<file path="src/rtl/bp_trace_decoder.sv">
// Nexus trace receive decoder: rebuilds the committed-PC stream with absolute cycle numbers.
// Optional real-time replay pacing is enabled by defining NEXUS_DEC_REPLAY_EN.
`ifndef NEXUS_MCODE_DIRECT_BRANCH
`define NEXUS_MCODE_DIRECT_BRANCH 3
`endif
`ifndef NEXUS_MCODE_COMPRESSED
`define NEXUS_MCODE_COMPRESSED 33
`endif

module bp_trace_decoder #(
  parameter int unsigned ADDR_W  = 32,
  parameter int unsigned TS_W    = 16,
  parameter int unsigned MCODE_W = 6,
  parameter int unsigned CYC_W   = 32
) (
  input  logic               clk_i,
  input  logic               reset_i,
  input  logic               trace_valid_i,
  output logic               trace_ready_o,
  input  logic [MCODE_W-1:0] trace_mcode_i,
  input  logic [TS_W-1:0]    trace_timestamp_i,
  input  logic [ADDR_W-1:0]  trace_addr_i,
  output logic               pc_valid_o,
  input  logic               pc_ready_i,
  output logic [ADDR_W-1:0]  pc_o,
  output logic [CYC_W-1:0]   cycle_o,
  output logic               synced_o,
  output logic               err_o,
  output logic [15:0]        drop_cnt_o
);

  localparam int unsigned CW1 = CYC_W + 1;
  localparam logic [MCODE_W-1:0] MCODE_DIRECT = MCODE_W'(`NEXUS_MCODE_DIRECT_BRANCH);
  localparam logic [MCODE_W-1:0] MCODE_COMP   = MCODE_W'(`NEXUS_MCODE_COMPRESSED);

`ifdef NEXUS_DEC_REPLAY_EN
  typedef enum logic [1:0] {UNSYNC, SYNC, WAIT} state_t;
`else
  typedef enum logic [0:0] {UNSYNC, SYNC} state_t;
`endif

  state_t state_q, state_d;

  logic [ADDR_W-1:0] last_pc;
  logic [CYC_W-1:0]  cycle_acc;
  logic [CW1-1:0]    cyc_wide;
  logic [CYC_W-1:0]  cyc_sum;
  logic [ADDR_W-1:0] new_pc;
  logic [ADDR_W-1:0] load_pc;
  logic [CYC_W-1:0]  load_cyc;
  logic              is_direct, is_comp;
  logic              out_free, accept, pop;
  logic              valid_evt, drop, load_out;

`ifdef NEXUS_DEC_REPLAY_EN
  logic [TS_W-1:0]   wait_cnt;
  logic [ADDR_W-1:0] pend_pc;
  logic [CYC_W-1:0]  pend_cyc;
  logic              start_wait;
`endif

  assign is_direct = (trace_mcode_i == MCODE_DIRECT);
  assign is_comp   = (trace_mcode_i == MCODE_COMP);
  assign out_free  = !pc_valid_o || pc_ready_i;
  assign pop       = pc_valid_o && pc_ready_i;

`ifdef NEXUS_DEC_REPLAY_EN
  assign trace_ready_o = (state_q != WAIT) && out_free;
`else
  assign trace_ready_o = out_free;
`endif

  assign accept = trace_valid_i && trace_ready_o;

  // A compressed offset only means something once a base PC exists.
  assign valid_evt = accept && (is_direct || (is_comp && state_q == SYNC));
  assign drop      = accept && !valid_evt;

  // Offset width equals the PC width, so the sign extension is the identity and the add wraps.
  assign new_pc   = is_direct ? trace_addr_i : last_pc + trace_addr_i;
  assign cyc_wide = {1'b0, cycle_acc} + CW1'(trace_timestamp_i);
  assign cyc_sum  = cyc_wide[CYC_W] ? '1 : cyc_wide[CYC_W-1:0];

  always_ff @(posedge clk_i) begin
    if (reset_i) state_q <= UNSYNC;
    else         state_q <= state_d;
  end

  always_comb begin
    state_d  = state_q;
    load_out = 1'b0;
    load_pc  = new_pc;
    load_cyc = cyc_sum;
`ifdef NEXUS_DEC_REPLAY_EN
    start_wait = 1'b0;
`endif
    case (state_q)
      UNSYNC, SYNC: begin
        if (valid_evt) begin
          state_d = SYNC;
`ifdef NEXUS_DEC_REPLAY_EN
          if (trace_timestamp_i != '0) begin
            state_d    = WAIT;
            start_wait = 1'b1;
          end else begin
            load_out = 1'b1;
          end
`else
          load_out = 1'b1;
`endif
        end
      end
`ifdef NEXUS_DEC_REPLAY_EN
      WAIT: begin
        load_pc  = pend_pc;
        load_cyc = pend_cyc;
        if (wait_cnt == '0 && out_free) begin
          load_out = 1'b1;
          state_d  = SYNC;
        end
      end
`endif
      default: state_d = UNSYNC;
    endcase
  end

  always_ff @(posedge clk_i) begin
    if (reset_i) begin
      last_pc    <= '0;
      cycle_acc  <= '0;
      pc_valid_o <= 1'b0;
      pc_o       <= '0;
      cycle_o    <= '0;
      synced_o   <= 1'b0;
      err_o      <= 1'b0;
      drop_cnt_o <= '0;
    end else begin
      if (accept)    cycle_acc <= cyc_sum;
      if (valid_evt) begin
        last_pc  <= new_pc;
        synced_o <= 1'b1;
      end
      if (drop) begin
        err_o <= 1'b1;
        if (drop_cnt_o != '1) drop_cnt_o <= drop_cnt_o + 16'd1;
      end
      if (load_out) begin
        pc_valid_o <= 1'b1;
        pc_o       <= load_pc;
        cycle_o    <= load_cyc;
      end else if (pop) begin
        pc_valid_o <= 1'b0;
      end
    end
  end

`ifdef NEXUS_DEC_REPLAY_EN
  // Countdown starts at T-1 so the event lands T+1 cycles after its packet.
  always_ff @(posedge clk_i) begin
    if (reset_i) begin
      wait_cnt <= '0;
      pend_pc  <= '0;
      pend_cyc <= '0;
    end else if (start_wait) begin
      wait_cnt <= trace_timestamp_i - TS_W'(1);
      pend_pc  <= new_pc;
      pend_cyc <= cyc_sum;
    end else if (state_q == WAIT && wait_cnt != '0) begin
      wait_cnt <= wait_cnt - TS_W'(1);
    end
  end
`endif

endmodule

</file>
<file path="config.mk">
export PLATFORM = sky130hd
export DESIGN_NAME = bp_trace_decoder
export DESIGN_NICKNAME = d
export VERILOG_FILES = /design/src/rtl/bp_trace_decoder.sv
export SDC_FILE = /design/constraint.sdc
export NUM_CORES = 1
export LEC_CHECK = 0
export CAP_MARGIN = 40
export CORE_MARGIN = 1
export CORE_UTILIZATION = 58
export CTS_CLUSTER_DIAMETER = 50
export DETAILED_ROUTE_END_ITERATION = 7
export DONT_BUFFER_PORTS = 1
export HOLD_SLACK_MARGIN = 0.15
export PLACE_DENSITY = 0.76
export SLEW_MARGIN = 40
export SYNTH_ARGS = -nofsm -noshare
export SYNTH_HDL_FRONTEND = slang
export SYNTH_SLANG_ARGS = --single-unit
</file>
<file path="constraint.sdc">
create_clock -name clk_i -period 2.5 [get_ports clk_i]
set_input_delay 0.25 -clock clk_i [delete_from_list [all_inputs] [get_ports clk_i]]
set_output_delay 0.25 -clock clk_i [all_outputs]
set_load 0.1 [all_outputs]
</file>
## Word-level counts from Yosys, hierarchy flattened

Index checks and enable logic that the tools add are counted.

- Word-level logic and storage cells: 30
- Output and inout port bits: 84
- Bits in registers: 147
- Input port bits: 58

- Add/subtract/negate cells: 3
- Equality and inequality tests: 3
- Reduce and logical (&&, ||, !) cells: 11
- Muxes and demuxes: 5

Operators with widths:

| operator | count |
|---|---|
| $mux W32 | 2 |
| $add A32 B16 Y33 | 1 |
| $add A32 B32 Y32 | 1 |
| $add A16 B1 Y16 const B | 1 |
| $ne A16 B16 Y1 const B | 1 |
| $eq A6 B2 Y1 const B | 1 |
| $eq A6 B6 Y1 const B | 1 |
| $logic_and A1 B1 Y1 | 5 |
| $mux W1 | 3 |
| $logic_not A1 Y1 | 2 |
| $logic_or A1 B1 Y1 | 2 |
| $reduce_and A2 Y1 | 1 |
| $reduce_bool A2 Y1 | 1 |

## Longest topological paths before layout

Gate-level depths: netlist of the first run.

- Word-level depth: 7
- Gate-level depth with buffers: 12

## Worst setup path after synthesis of the first run

Ideal clock, no wire load.

- Path kind: reg2reg
- Start point: register pc_valid_o
- End point: register drop_cnt_o[13]
- Stages on the path, launching flop included: 10
- Clock period less this slack: 3,629 ps
- Setup slack: -1,129 ps
- Arrival: 3,558 ps
- Data required time: 2,429 ps
- Path buffers: 1
- Cells stage by stage: dfxtp_1 -> nand2b_1 -> nand2_1 -> nor2_1 -> o31a_1 -> nand4_1 -> or3_1 -> clkbuf_1 -> or3_1 -> a21oi_1

- Longest elaborated chain between the ends: 7

Ends and longest elaborated chain:

| element | line | source |
|---|---|---|
| start: declaration | 23 | `output logic pc_valid_o,` |
| start signal: assignment | 131 | `pc_valid_o <= 1'b0;` |
| start signal: assignment | 148 | `pc_valid_o <= 1'b1;` |
| start signal: assignment | 152 | `pc_valid_o <= 1'b0;` |
| $logic_not A1 Y1 * | 64 | `assign out_free = !pc_valid_o \|\| pc_ready_i;` |
| $logic_or A1 B1 Y1 * | 64 |  |
| net trace_ready_o | 19 | `output logic trace_ready_o,` |
| $logic_and A1 B1 Y1 * | 73 | `assign accept = trace_valid_i && trace_ready_o;` |
| $logic_and A1 B1 Y1 | 76 | `assign valid_evt = accept && (is_direct \|\| (is_comp && state_q == SYNC));` |
| $logic_not A1 Y1 | 77 | `assign drop = accept && !valid_evt;` |
| $logic_and A1 B1 Y1 * | 77 |  |
| $reduce_and A2 Y1 (no source line) * | n/a |  |
| end signal: assignment | 145 | `if (drop_cnt_o != '1) drop_cnt_o <= drop_cnt_o + 16'd1;` |
| end: declaration | 29 | `output logic [15:0] drop_cnt_o` |

Mark *: on every way through the listed nets, which the timed path passes. The rest lies on a longest branch.
A chain may end at the register's enable or synchronous reset.

## Worst setup path after layout of the first run

- Start point: register cycle_acc[0]
- End point: register cycle_acc[14]

- Longest elaborated chain between the ends: 2

Ends and longest elaborated chain:

| element | line | source |
|---|---|---|
| start: declaration | 45 | `logic [CYC_W-1:0] cycle_acc;` |
| start signal: assignment | 138 | `if (accept) cycle_acc <= cyc_sum;` |
| $add A32 B16 Y33 | 81 | `assign cyc_wide = {1'b0, cycle_acc} + CW1'(trace_timestamp_i);` |
| $mux W32 | 82 | `assign cyc_sum = cyc_wide[CYC_W] ? '1 : cyc_wide[CYC_W-1:0];` |

Every way passes these cells.

==> impl_metrics.py, run 1 <==
metrics = {
    "run_status": {
        "status": "finished with violations",
        "violations": "negative hold slack, negative setup slack",
    },
    "setup_path": {
        "cpMaxStageDelayCell": "fa_2",
        "cp-start-kind": "flop",
        "required_ns": 2.85,
        "cp_num_buf_inv": 3,
        "crit_path_frequent_cell": "buf_6",
        "worst-r2r-setup-slack_ns": -0.42,
        "cp_max_fo": 3,
        "worst_path_largest_cell_delay_ns": 0.36,
        "critPathTopFamily": "compound AO/OA/AOI/OAI gates",
        "setup.worst_path.end_class": "flop",
        "critPathKind": "flop to flop",
        "worstPathArrival_ns": 3.27,
        "path_cells": "ha_4 -> fa_2 -> a21oi_2 -> o21ai_1 -> a21oi_2 -> o21bai_2 -> buf_6 -> buf_6 -> buf_6 -> a31oi_4 -> o21bai_1 -> a21oi_1 -> xnor2_1 -> a211oi_2",
    },
    "yosys": {
        "synth_most_common_cell": "nor2_1",
        "async_flop_share": 0,
        "netlist_top_cells_count": "140 x nor2_1, 115 x dfxtp_1, 81 x nand2_1, 66 x a21oi_1, 48 x ha_1",
        "synth_seq_cells": 115,
        "ys_types": 65,
        "yosysSeqAreaShare": 0.321,
        "syn_avg_cell_area_sq_um": 7.83,
        "synth_edf_count": 0,
        "netlist.area_leader.share": 0.321,
        "yosysTopAreaCell": "dfxtp_1",
        "synth_ff_type": "dfxtp_1",
        "yosys-top-cells-area": "dfxtp_1 32%, ha_1 8.4%, nor2_1 7.3%",
        "syn_nets": 1024,
        "synth_cells": 916,
        "synth_area_sq_mm": 0.00718,
        "yosys_warnings": 0,
    },
    "global_route": {
        "met3_usage": 0.0905,
        "gr-total-overflow": 0,
        "grt.total_usage": 0.351,
        "grt_pass1_vias": 7721,
        "top_usage_layer": "met2",
        "grt_pass1_wl_um": 35900,
        "grt_util_met1": 0.372,
        "antenna_found_initial": 1,
        "grt_util_met2": 0.643,
        "grt_max_degree": 118,
    },
    "clock_network": {
        "cts.sinks": 115,
        "ctsRootBufferMaster": "clkbuf_16",
        "cts_max_level": 4,
        "cts_max_path_buffers": 2,
        "clk_latency_ns": 0.45,
        "cts_tree": "built",
        "numCtsBuffers": 17,
        "clk_pin_slew_ns": 0.06,
        "holdBufCountCts": 21,
    },
    "finish": {
        "final_util": 0.919,
        "antenna_cells": 0,
        "finalNetCount": 1238,
        "drive_gt1_frac": 0.424,
        "syn_to_final_growth_pct": 53.8,
    },
    "power": {
        "irDropWorstVdd_uv": 713,
        "power_density_mw_per_mm2": 530,
        "p_leak_uw": 0.00455,
    },
    "detailed_routing": {
        "ant_nets": 0,
        "drt_wl_total_um": 32000,
        "vias": 9104,
        "vias_per_cell": 7.06,
        "drc_errors": 0,
        "drt-initial-drc-count": 1274,
        "dr.pass1.iters": 8,
        "wl_per_cell_um": 24.8,
    },
    "floorplan": {
        "core_sq_mm": 0.0120,
        "die_x_um": 113,
        "fp.dieArea_sq_mm": 0.0128,
        "io_pins": 142,
        "die_h_um": 113,
        "start_util": 0.597,
        "fp-row-count": 40,
    },
    "placement": {
        "dpl.hpwl_um": 15200,
        "gp_congestion": 0.983,
        "port_buffers": 0,
    },
    "timing": {
        "tightest_slew_ns": 0.758,
        "setup_ws_ns": -0.421,
        "whs_ns": -0.133,
        "fin_crit_ns": 2.92,
        "rsz0062_at_grt": "true",
        "setup_violations": 89,
        "hold_viol": 93,
        "fin_crit_sh": 1.17,
        "report.final.slew_viol_count": 0,
        "fin_skew_ns": 0.0120,
        "slew_headroom": 0.481,
        "fmax_mhz": 342,
    },
    "worst_hold_path": {
        "hp-class": "input pin to flop",
    },
    "flow_run": {
        "maxCapViolations": 0,
    },
}
worst reg2reg max path, cell delays in order, from the launching register on:
cell	delay, ns
dfxtp_2	0.33
ha_4	0.17
fa_2	0.36
a21oi_2	0.20
o21ai_1	0.15
a21oi_2	0.23
o21bai_2	0.11
buf_6	0.14
buf_6	0.10
buf_6	0.10
a31oi_4	0.13
o21bai_1	0.10
a21oi_1	0.24
xnor2_1	0.20
a211oi_2	0.27
where the power goes:
group | internal (uW) | leakage (uW) | switching [uW]
Combinational | 582 | 0.00330 | 784
Clock | 1570 | 0.000294 | 1000
Sequential | 1860 | 0.000961 | 46.4
flip-flops by register name, indices dropped and copies added (netlist names):
name / count
cycle_acc: 32
cycle_o: 32
pc_o: 32
drop_cnt_o: 16
err_o: 1
pc_valid_o: 1
synced_o: 1
layer usage:
layer	up-vias	part of all wire	wire length, um
met5	-	0.00041	13
met4	2	0.10	3270
met3	339	0.11	3360
met2	840	0.46	14800
met1	4156	0.33	10500
li1	3767	-	-
cells in the final DEF, fill, tap and decap left out, types with 9 or more instances in the layout:
cell type / Yosys / final
a211oi_1: 38 / 13
a211oi_2: 1 / 26
a21o_1: 23 / 23
a21oi_1: 66 / 47
a21oi_2: 1 / 16
a311oi_1: 25 / 16
a31oi_1: 20 / 13
and2_1: 11 / 9
and3_1: 14 / 12
buf_4: 0 / 202
buf_6: 0 / 17
clkbuf_16: 0 / 18
dfxtp_1: 115 / 69
dfxtp_2: 0 / 26
dfxtp_4: 0 / 20
dlygate4sd3_1: 0 / 20
ha_1: 48 / 32
ha_4: 0 / 14
inv_1: 24 / 24
nand2_1: 81 / 72
nand3_1: 29 / 23
nand4_1: 11 / 11
nor2_1: 140 / 118
nor2_4: 0 / 14
nor3_1: 37 / 18
nor3_2: 0 / 15
o21ai_0: 33 / 21
xnor2_1: 42 / 36
xor2_1: 12 / 11
cell type report:
cell class | instances | area [sq um]
Multi-Input combinational cell | 725 | 5690
Sequential cell | 115 | 2410
Timing Repair Buffer | 247 | 2060
Fill cell | 422 | 975
Clock buffer | 20 | 468
Tap cell | 147 | 184
Clock inverter | 12 | 140
Inverter | 24 | 90.1
final timing paths:
kind | startpoint | to | cells past startpoint
max reg2reg | cycle_acc[0] | cycle_acc[14] | 14
max | cycle_acc[0] | cycle_acc[14] | 14
min | reset_i | pc_o[13] | 1
min reg2reg | cycle_o[26] | cycle_o[26] | 2
cells by family (layout without fill, tap and decap cells):
| family | after synthesis | in the layout | share of synthesized area |
|---|---|---|---|
| and+or+nand+nor | 360 | 360 | 0.230 |
| buffers and inverters | 76 | 303 | 0.0408 |
| xor gates and xnor gates | 54 | 54 | 0.0659 |
| muxes | 3 | 3 | 0.00418 |
| adders and majority gates | 50 | 50 | 0.0893 |
| AOI/OAI and AO/OA | 258 | 258 | 0.249 |
| DFF | 115 | 115 | 0.321 |
stage by stage:
stage / TNS (ns) / worst slack (ns) / cell area [sq um] / total power [uW] / std cells
after floorplan: -0.897 / -0.215 / 7420 / 2550 / 916
after global placement: -16.87 / -0.514 / 8780 / 2780 / 1188
after detailed placement: -8.97 / -0.320 / 8800 / 2810 / 1190
after CTS: -3.52 / -0.208 / 9890 / 5400 / 1254
after global routing: -24.39 / -0.724 / 11000 / 5960 / 1290
final: -18.55 / -0.421 / 11000 / 5850 / 1290
repair_timing:
action,in CTS,in global routing
endpoints found under the hold margin,115,95
gates cloned,0,1
setup endpoints to repair,74,91
buffers inserted,11,38
resized for setup,50,169
pin swaps,62,127
(Power assumes the default switching activity.)
==> run 2: changes to the inputs <==
--- a/config.mk
+++ b/config.mk
@@ -5,14 +5,15 @@
 export SDC_FILE = /design/constraint.sdc
 export NUM_CORES = 1
 export LEC_CHECK = 0
+export ABC_AREA = 1
 export CAP_MARGIN = 40
 export CORE_MARGIN = 1
-export CORE_UTILIZATION = 58
+export CORE_UTILIZATION = 59
 export CTS_CLUSTER_DIAMETER = 50
 export DETAILED_ROUTE_END_ITERATION = 7
 export DONT_BUFFER_PORTS = 1
 export HOLD_SLACK_MARGIN = 0.15
-export PLACE_DENSITY = 0.76
+export PLACE_DENSITY = 0.78
 export SLEW_MARGIN = 40
 export SYNTH_ARGS = -nofsm -noshare
 export SYNTH_HDL_FRONTEND = slang
==> impl_metrics.py, run 2 <==
metrics = {
    "run_status": {
        "status": "finished, final reports clean",
    },
    "clock_network": {
        "numCtsBuffers": 17,
        "cts_tree": "built",
        "cts.sinks": 115,
        "clk_latency_ns": 0.41,
        "clk_pin_slew_ns": 0.06,
        "cts_max_path_buffers": 2,
        "cts_max_level": 4,
        "ctsRootBufferMaster": "clkbuf_16",
    },
    "detailed_routing": {
        "drt_wl_total_um": 25900,
        "wl_per_cell_um": 14.4,
        "vias": 9682,
        "drt-initial-drc-count": 741,
        "drc_errors": 0,
        "vias_per_cell": 5.39,
        "ant_nets": 0,
        "dr.pass1.iters": 5,
    },
    "worst_hold_path": {
        "hp-class": "input pin to flop",
    },
    "floorplan": {
        "fp.dieArea_sq_mm": 0.0153,
        "io_pins": 142,
        "core_sq_mm": 0.0145,
        "die_x_um": 124,
        "die_h_um": 124,
        "fp-row-count": 44,
        "start_util": 0.604,
    },
    "power": {
        "swShare": 0.290,
        "p_clk_frac": 0.462,
        "p_int_uw": 3810,
        "p_switching_uw": 1560,
        "power_density_mw_per_mm2": 512,
        "irDropWorstVdd_uv": 565,
        "p_leak_uw": 0.00578,
        "power_frac_seq": 0.363,
        "combPwrFrac": 0.175,
    },
    "global_route": {
        "antenna_found_initial": 0,
        "grt_pass1_vias": 8801,
        "grt.total_usage": 0.343,
        "gr-total-overflow": 0,
        "grt_max_degree": 65,
        "grt_pass1_wl_um": 41000,
    },
    "yosys": {
        "yosysTopAreaCell": "dfxtp_1",
        "syn_nets": 1603,
        "synth_most_common_cell": "nand2_1",
        "syn_avg_cell_area_sq_um": 5.85,
        "synth_edf_count": 0,
        "yosys_warnings": 0,
        "yosysSeqAreaShare": 0.263,
        "yosys-top-cells-area": "dfxtp_1 26%, nand2_1 19%, inv_1 9.9%",
        "ys_types": 41,
        "synth_area_sq_mm": 0.00874,
        "synth_seq_cells": 115,
        "synth_cells": 1495,
        "async_flop_share": 0,
        "netlist_top_cells_count": "437 x nand2_1, 231 x inv_1, 226 x nor2_1, 115 x dfxtp_1, 107 x a21oi_1",
        "netlist.area_leader.share": 0.263,
        "synth_ff_type": "dfxtp_1",
    },
    "placement": {
        "port_buffers": 0,
        "gp_congestion": 0.964,
        "dpl.hpwl_um": 18600,
        "place_ws_ns": 0.0537,
    },
    "finish": {
        "nFillCells": 1232,
        "drive_gt1_frac": 0.0942,
        "syn_to_final_growth_pct": 20.0,
        "finalNetCount": 1709,
        "layout_common_cells": "435 x nand2_1, 231 x inv_1, 226 x nor2_1",
        "final_common_cell": "nand2_1",
        "top_regs": "cycle_acc x32, cycle_o x32, pc_o x32",
        "antenna_cells": 0,
    },
    "setup_path": {
        "required_ns": 2.79,
        "worst_path_largest_cell_delay_ns": 0.57,
        "worst-r2r-setup-slack_ns": 0.09,
        "cp-start-kind": "flop",
        "cpMaxStageDelayCell": "dlygate4sd3_1",
        "crit_path_frequent_cell": "nand3_1",
        "worstPathArrival_ns": 2.71,
        "cp_max_fo": 4,
        "setup.worst_path.end_class": "flop",
        "critPathKind": "flop to flop",
        "path_cells": "ha_1 -> fa_1 -> nand3_1 -> nand3_1 -> xnor2_1 -> nand2_1 -> o211ai_1 -> a21oi_1 -> dlygate4sd3_1",
    },
    "timing": {
        "report.final.slew_viol_count": 0,
        "fin_crit_sh": 0.965,
        "setup-tns-final_ns": 0,
        "hold_viol": 0,
        "fmax_mhz": 414,
        "fin_skew_ns": 0.00612,
        "tightest_slew_ns": 0.669,
        "setup_violations": 0,
        "slew_headroom": 0.550,
        "fin_crit_ns": 2.41,
        "setup_ws_ns": 0.0864,
    },
    "flow_run": {
        "maxCapViolations": 0,
    },
}
-- run 2: stage by stage --
stage / util / hold slack (ns) / cells / power, uW / cell area, sq um
2_1_floorplan: - / 0.413 / 1495 / 2660 / 8740
3_3_place_gp: 0.657 / 0.324 / 1733 / 2830 / 9510
3_5_place_dp: 0.657 / 0.326 / 1733 / 2840 / 9510
5_1_grt: 0.724 / 0.183 / 1797 / 5590 / 10500
6_report: 0.724 / 0.159 / 1797 / 5360 / 10500
4_1_cts: 0.721 / 0.159 / 1796 / 5360 / 10400
-- run 2: critical path, delay by kind of cell (launching register included) --
kind / cells / cell delay (ns)
AOI/OAI and AO/OA: 2 / 0.21
adders and majority gates: 2 / 0.66
buffers and inverters: 1 / 0.57
and+or+nand+nor: 3 / 0.34
xor gates and xnor gates: 1 / 0.19
DFF: 1 / 0.31
-- run 2: power groups by stage --
stage / Clock, uW / Combinational [uW] / Sequential (uW)
after global placement: 0 / 842 / 1980
final: 2480 / 937 / 1950
after detailed placement: 0 / 853 / 1980
after CTS: 2490 / 921 / 1950
after floorplan: 0 / 607 / 2050
after global routing: 2590 / 1050 / 1950
-- run 2: cells by family (layout without fill, tap and decap cells) --
| kind of cell | after synthesis | count (layout) | share of synthesized area |
|---|---|---|---|
| and+or+nand+nor | 816 | 816 | 0.385 |
| DFF | 115 | 115 | 0.263 |
| adders and majority gates | 50 | 50 | 0.0733 |
| AOI/OAI and AO/OA | 205 | 205 | 0.123 |
| buffers and inverters | 278 | 396 | 0.124 |
| xor gates and xnor gates | 31 | 31 | 0.0311 |
-- run 2: final timing paths --
| path | startpoint | to | cells after the start |
|---|---|---|---|
| max | pc_o[0] | pc_o[4] | 9 |
| min | reset_i | pc_o[10] | 3 |
| max reg2reg | pc_o[0] | pc_o[4] | 9 |
| min reg2reg | cycle_acc[12] | cycle_acc[12] | 2 |
-- run 2: area by class of cell --
type                            count  area, sq um  share of cell area
Inverter                          236          891              0.0850
Clock buffer                       20          457              0.0436
Clock inverter                     11          135              0.0129
Sequential cell                   115         2300               0.220
Tap cell                          184          230              0.0220
Timing Repair Buffer              129         1100               0.105
Multi-Input combinational cell   1102         5370               0.512
-- run 2: timing repair --
item | CTS | global route
hold buffers | 32 | 0
endpoints found under the setup margin | 0 | 37
gates resized for setup | 0 | 9
endpoints found under the hold margin | 77 | 0
setup buffers | 0 | 1
-- run 2: metal layers --
layer / part of all wire / wire length (um) / GRT usage
met1: 0.42 / 10900 / 0.407
met2: 0.48 / 12300 / 0.598
met3: 0.067 / 1740 / 0.0696
met4: 0.036 / 942 / 0.142
met5: 0 / 0 / 0
==> run 3: changes to the inputs <==
==> constraint.sdc (replaced) <==
create_clock -name clk_i -period 2 [get_ports clk_i]
set_input_delay 0.2 -clock clk_i [delete_from_list [all_inputs] [get_ports clk_i]]
set_output_delay 0.2 -clock clk_i [all_outputs]
set_load 0.1 [all_outputs]
==> impl_metrics.py, run 3 (synthesis results as in run 2) <==
metrics = {
    "timing": {
        "slew_headroom": 0.537,
        "tightest_slew_ns": 0.693,
        "fin_crit_ns": 2.15,
        "report.final.slew_viol_count": 0,
        "hold_viol": 0,
        "fin_skew_ns": 0.0102,
        "setup_ws_ns": -0.154,
        "fmax_mhz": 464,
        "fin_crit_sh": 1.08,
        "rsz0062_at_grt": "true",
        "setup-tns-final_ns": -3.33,
        "setup_violations": 52,
    },
    "global_route": {
        "antenna_found_initial": 0,
        "grt.total_usage": 0.369,
        "gr-total-overflow": 0,
        "grt_max_degree": 65,
        "grt_pass1_wl_um": 43900,
        "grt_pass1_vias": 9448,
    },
    "power": {
        "irDropWorstVdd_uv": 824,
        "p_leak_uw": 0.00630,
        "power_density_mw_per_mm2": 633,
    },
    "clock_network": {
        "numCtsBuffers": 17,
        "cts_max_path_buffers": 2,
        "ctsRootBufferMaster": "clkbuf_16",
        "cts_tree": "built",
        "clk_latency_ns": 0.44,
        "clk_pin_slew_ns": 0.06,
        "cts.sinks": 115,
        "cts_max_level": 4,
    },
    "finish": {
        "nFillCells": 1007,
        "final_common_cell": "nand2_1",
        "ff_latch_area_sq_mm": 0.00238,
        "antenna_cells": 0,
        "drive_gt1_frac": 0.239,
        "multi_input_area_sq_mm": 0.00608,
        "finalNetCount": 1773,
        "syn_to_final_growth_pct": 35.7,
        "top_regs": "cycle_acc x32, cycle_o x32, pc_o x32",
        "layout_common_cells": "386 x nand2_1, 230 x inv_1, 205 x nor2_1",
    },
    "detailed_routing": {
        "dr.pass1.iters": 6,
        "ant_nets": 0,
        "drt-initial-drc-count": 1078,
        "wl_per_cell_um": 16.4,
        "drt_wl_total_um": 30500,
        "vias": 10342,
        "drc_errors": 0,
        "vias_per_cell": 5.55,
    },
    "setup_path": {
        "cpMaxStageDelayCell": "dfxtp_2",
        "setup.worst_path.end_class": "flop",
        "crit_path_frequent_cell": "nand2_4",
        "path_cells": "ha_4 -> nand2_1 -> nor2_2 -> inv_2 -> nor3_4 -> nand2_4 -> nand2_4 -> nand3_4 -> inv_6 -> nor2_4 -> buf_4 -> a21oi_2",
        "cp-start-kind": "flop",
        "worst_path_largest_cell_delay_ns": 0.34,
        "cp_max_fo": 6,
        "critPathTopFamily": "simple AND/OR/NAND/NOR gates",
        "required_ns": 2.36,
        "cp_num_buf_inv": 3,
        "worstPathArrival_ns": 2.51,
        "critPathKind": "flop to flop",
    },
    "floorplan": {
        "fp.dieArea_sq_mm": 0.0153,
        "die_x_um": 124,
        "die_h_um": 124,
        "io_pins": 142,
        "core_sq_mm": 0.0145,
        "fp-row-count": 44,
        "start_util": 0.604,
    },
    "placement": {
        "place_ws_ns": -0.217,
        "gp_congestion": 0.998,
        "port_buffers": 0,
        "dpl.hpwl_um": 20000,
    },
    "flow_run": {
        "maxCapViolations": 0,
    },
    "run_status": {
        "status": "finished with violations",
        "violations": "negative setup slack",
    },
    "worst_hold_path": {
        "hp-class": "input pin to flop",
    },
}
==> run 3: cell count changes in the layout (fill, tap and decap cells not counted), sizes merged <==
cell,delta
dlygate4sd3,+3
clkinvlp,-1
buf,+61
inv,+7
clkbuf,-2
clkinv,-3
==> run 3: repair_timing <==
| action | in CTS | in global routing |
|---|---|---|
| hold buffers | 35 | 0 |
| pin swaps | 10 | 43 |
| gates resized for setup | 32 | 165 |
| setup buffers | 5 | 8 |
| endpoints found under the setup margin | 68 | 83 |
| gates cloned | 1 | 0 |
| hold endpoints to repair | 77 | 0 |
==> run 3: worst paths after layout <==
kind	start	end	slack, ns	depth (start not counted)
hold reg to reg	drop_cnt_o[13]	drop_cnt_o[13]	0.51	2
setup / recovery	cycle_acc[12]	cycle_acc[15]	-0.15	12
setup reg to reg	cycle_acc[12]	cycle_acc[15]	-0.15	12
hold / removal	trace_addr_i[6]	pc_o[6]	0.10	4
==> run 3: tightest hold or removal path, cell delays in order <==
cell and delay, ns:
ha_4 0.13, xor2_1 0.06, nand2_1 0.05, a21oi_1 0.05
==> run 3: final cells by class <==
type	instances	share of cell area
tap	184	0.0194
multi-input combinational	1102	0.512
clock buffer	18	0.0380
sequential	115	0.201
inverter	236	0.0753
timing repair buffer	193	0.138
clock inverter	14	0.0158
==> run 3: through the flow <==
stage	instance area (sq um)	hold slack, ns	power, uW	instances	util
CTS	11200	0.162	7140	1854	0.771
global route	11900	0.152	7750	1862	0.819
floorplan	8830	0.353	3320	1495	-
finish	11900	0.103	7510	1862	0.819
global placement	10000	0.267	3680	1781	0.690
detailed placement	10000	0.271	3700	1781	0.690
==> run 3: layer usage <==
metal	global-route usage	vias up	routed length [um]
met3	0.0696	112	2210
li1	-	5036	-
met5	0	-	0
met4	0.163	0	1200
met1	0.432	4697	12000
met2	0.652	497	15100
==> run 3: report_power, final <==
part / internal, uW / leakage, uW / switching, uW / total, uW
sequential: 2360 / 0.000963 / 81.1 / 2440
clock: 2070 / 0.000310 / 1270 / 3340
combinational: 685 / 0.00503 / 1040 / 1730
total: 5120 / 0.00630 / 2390 / 7510
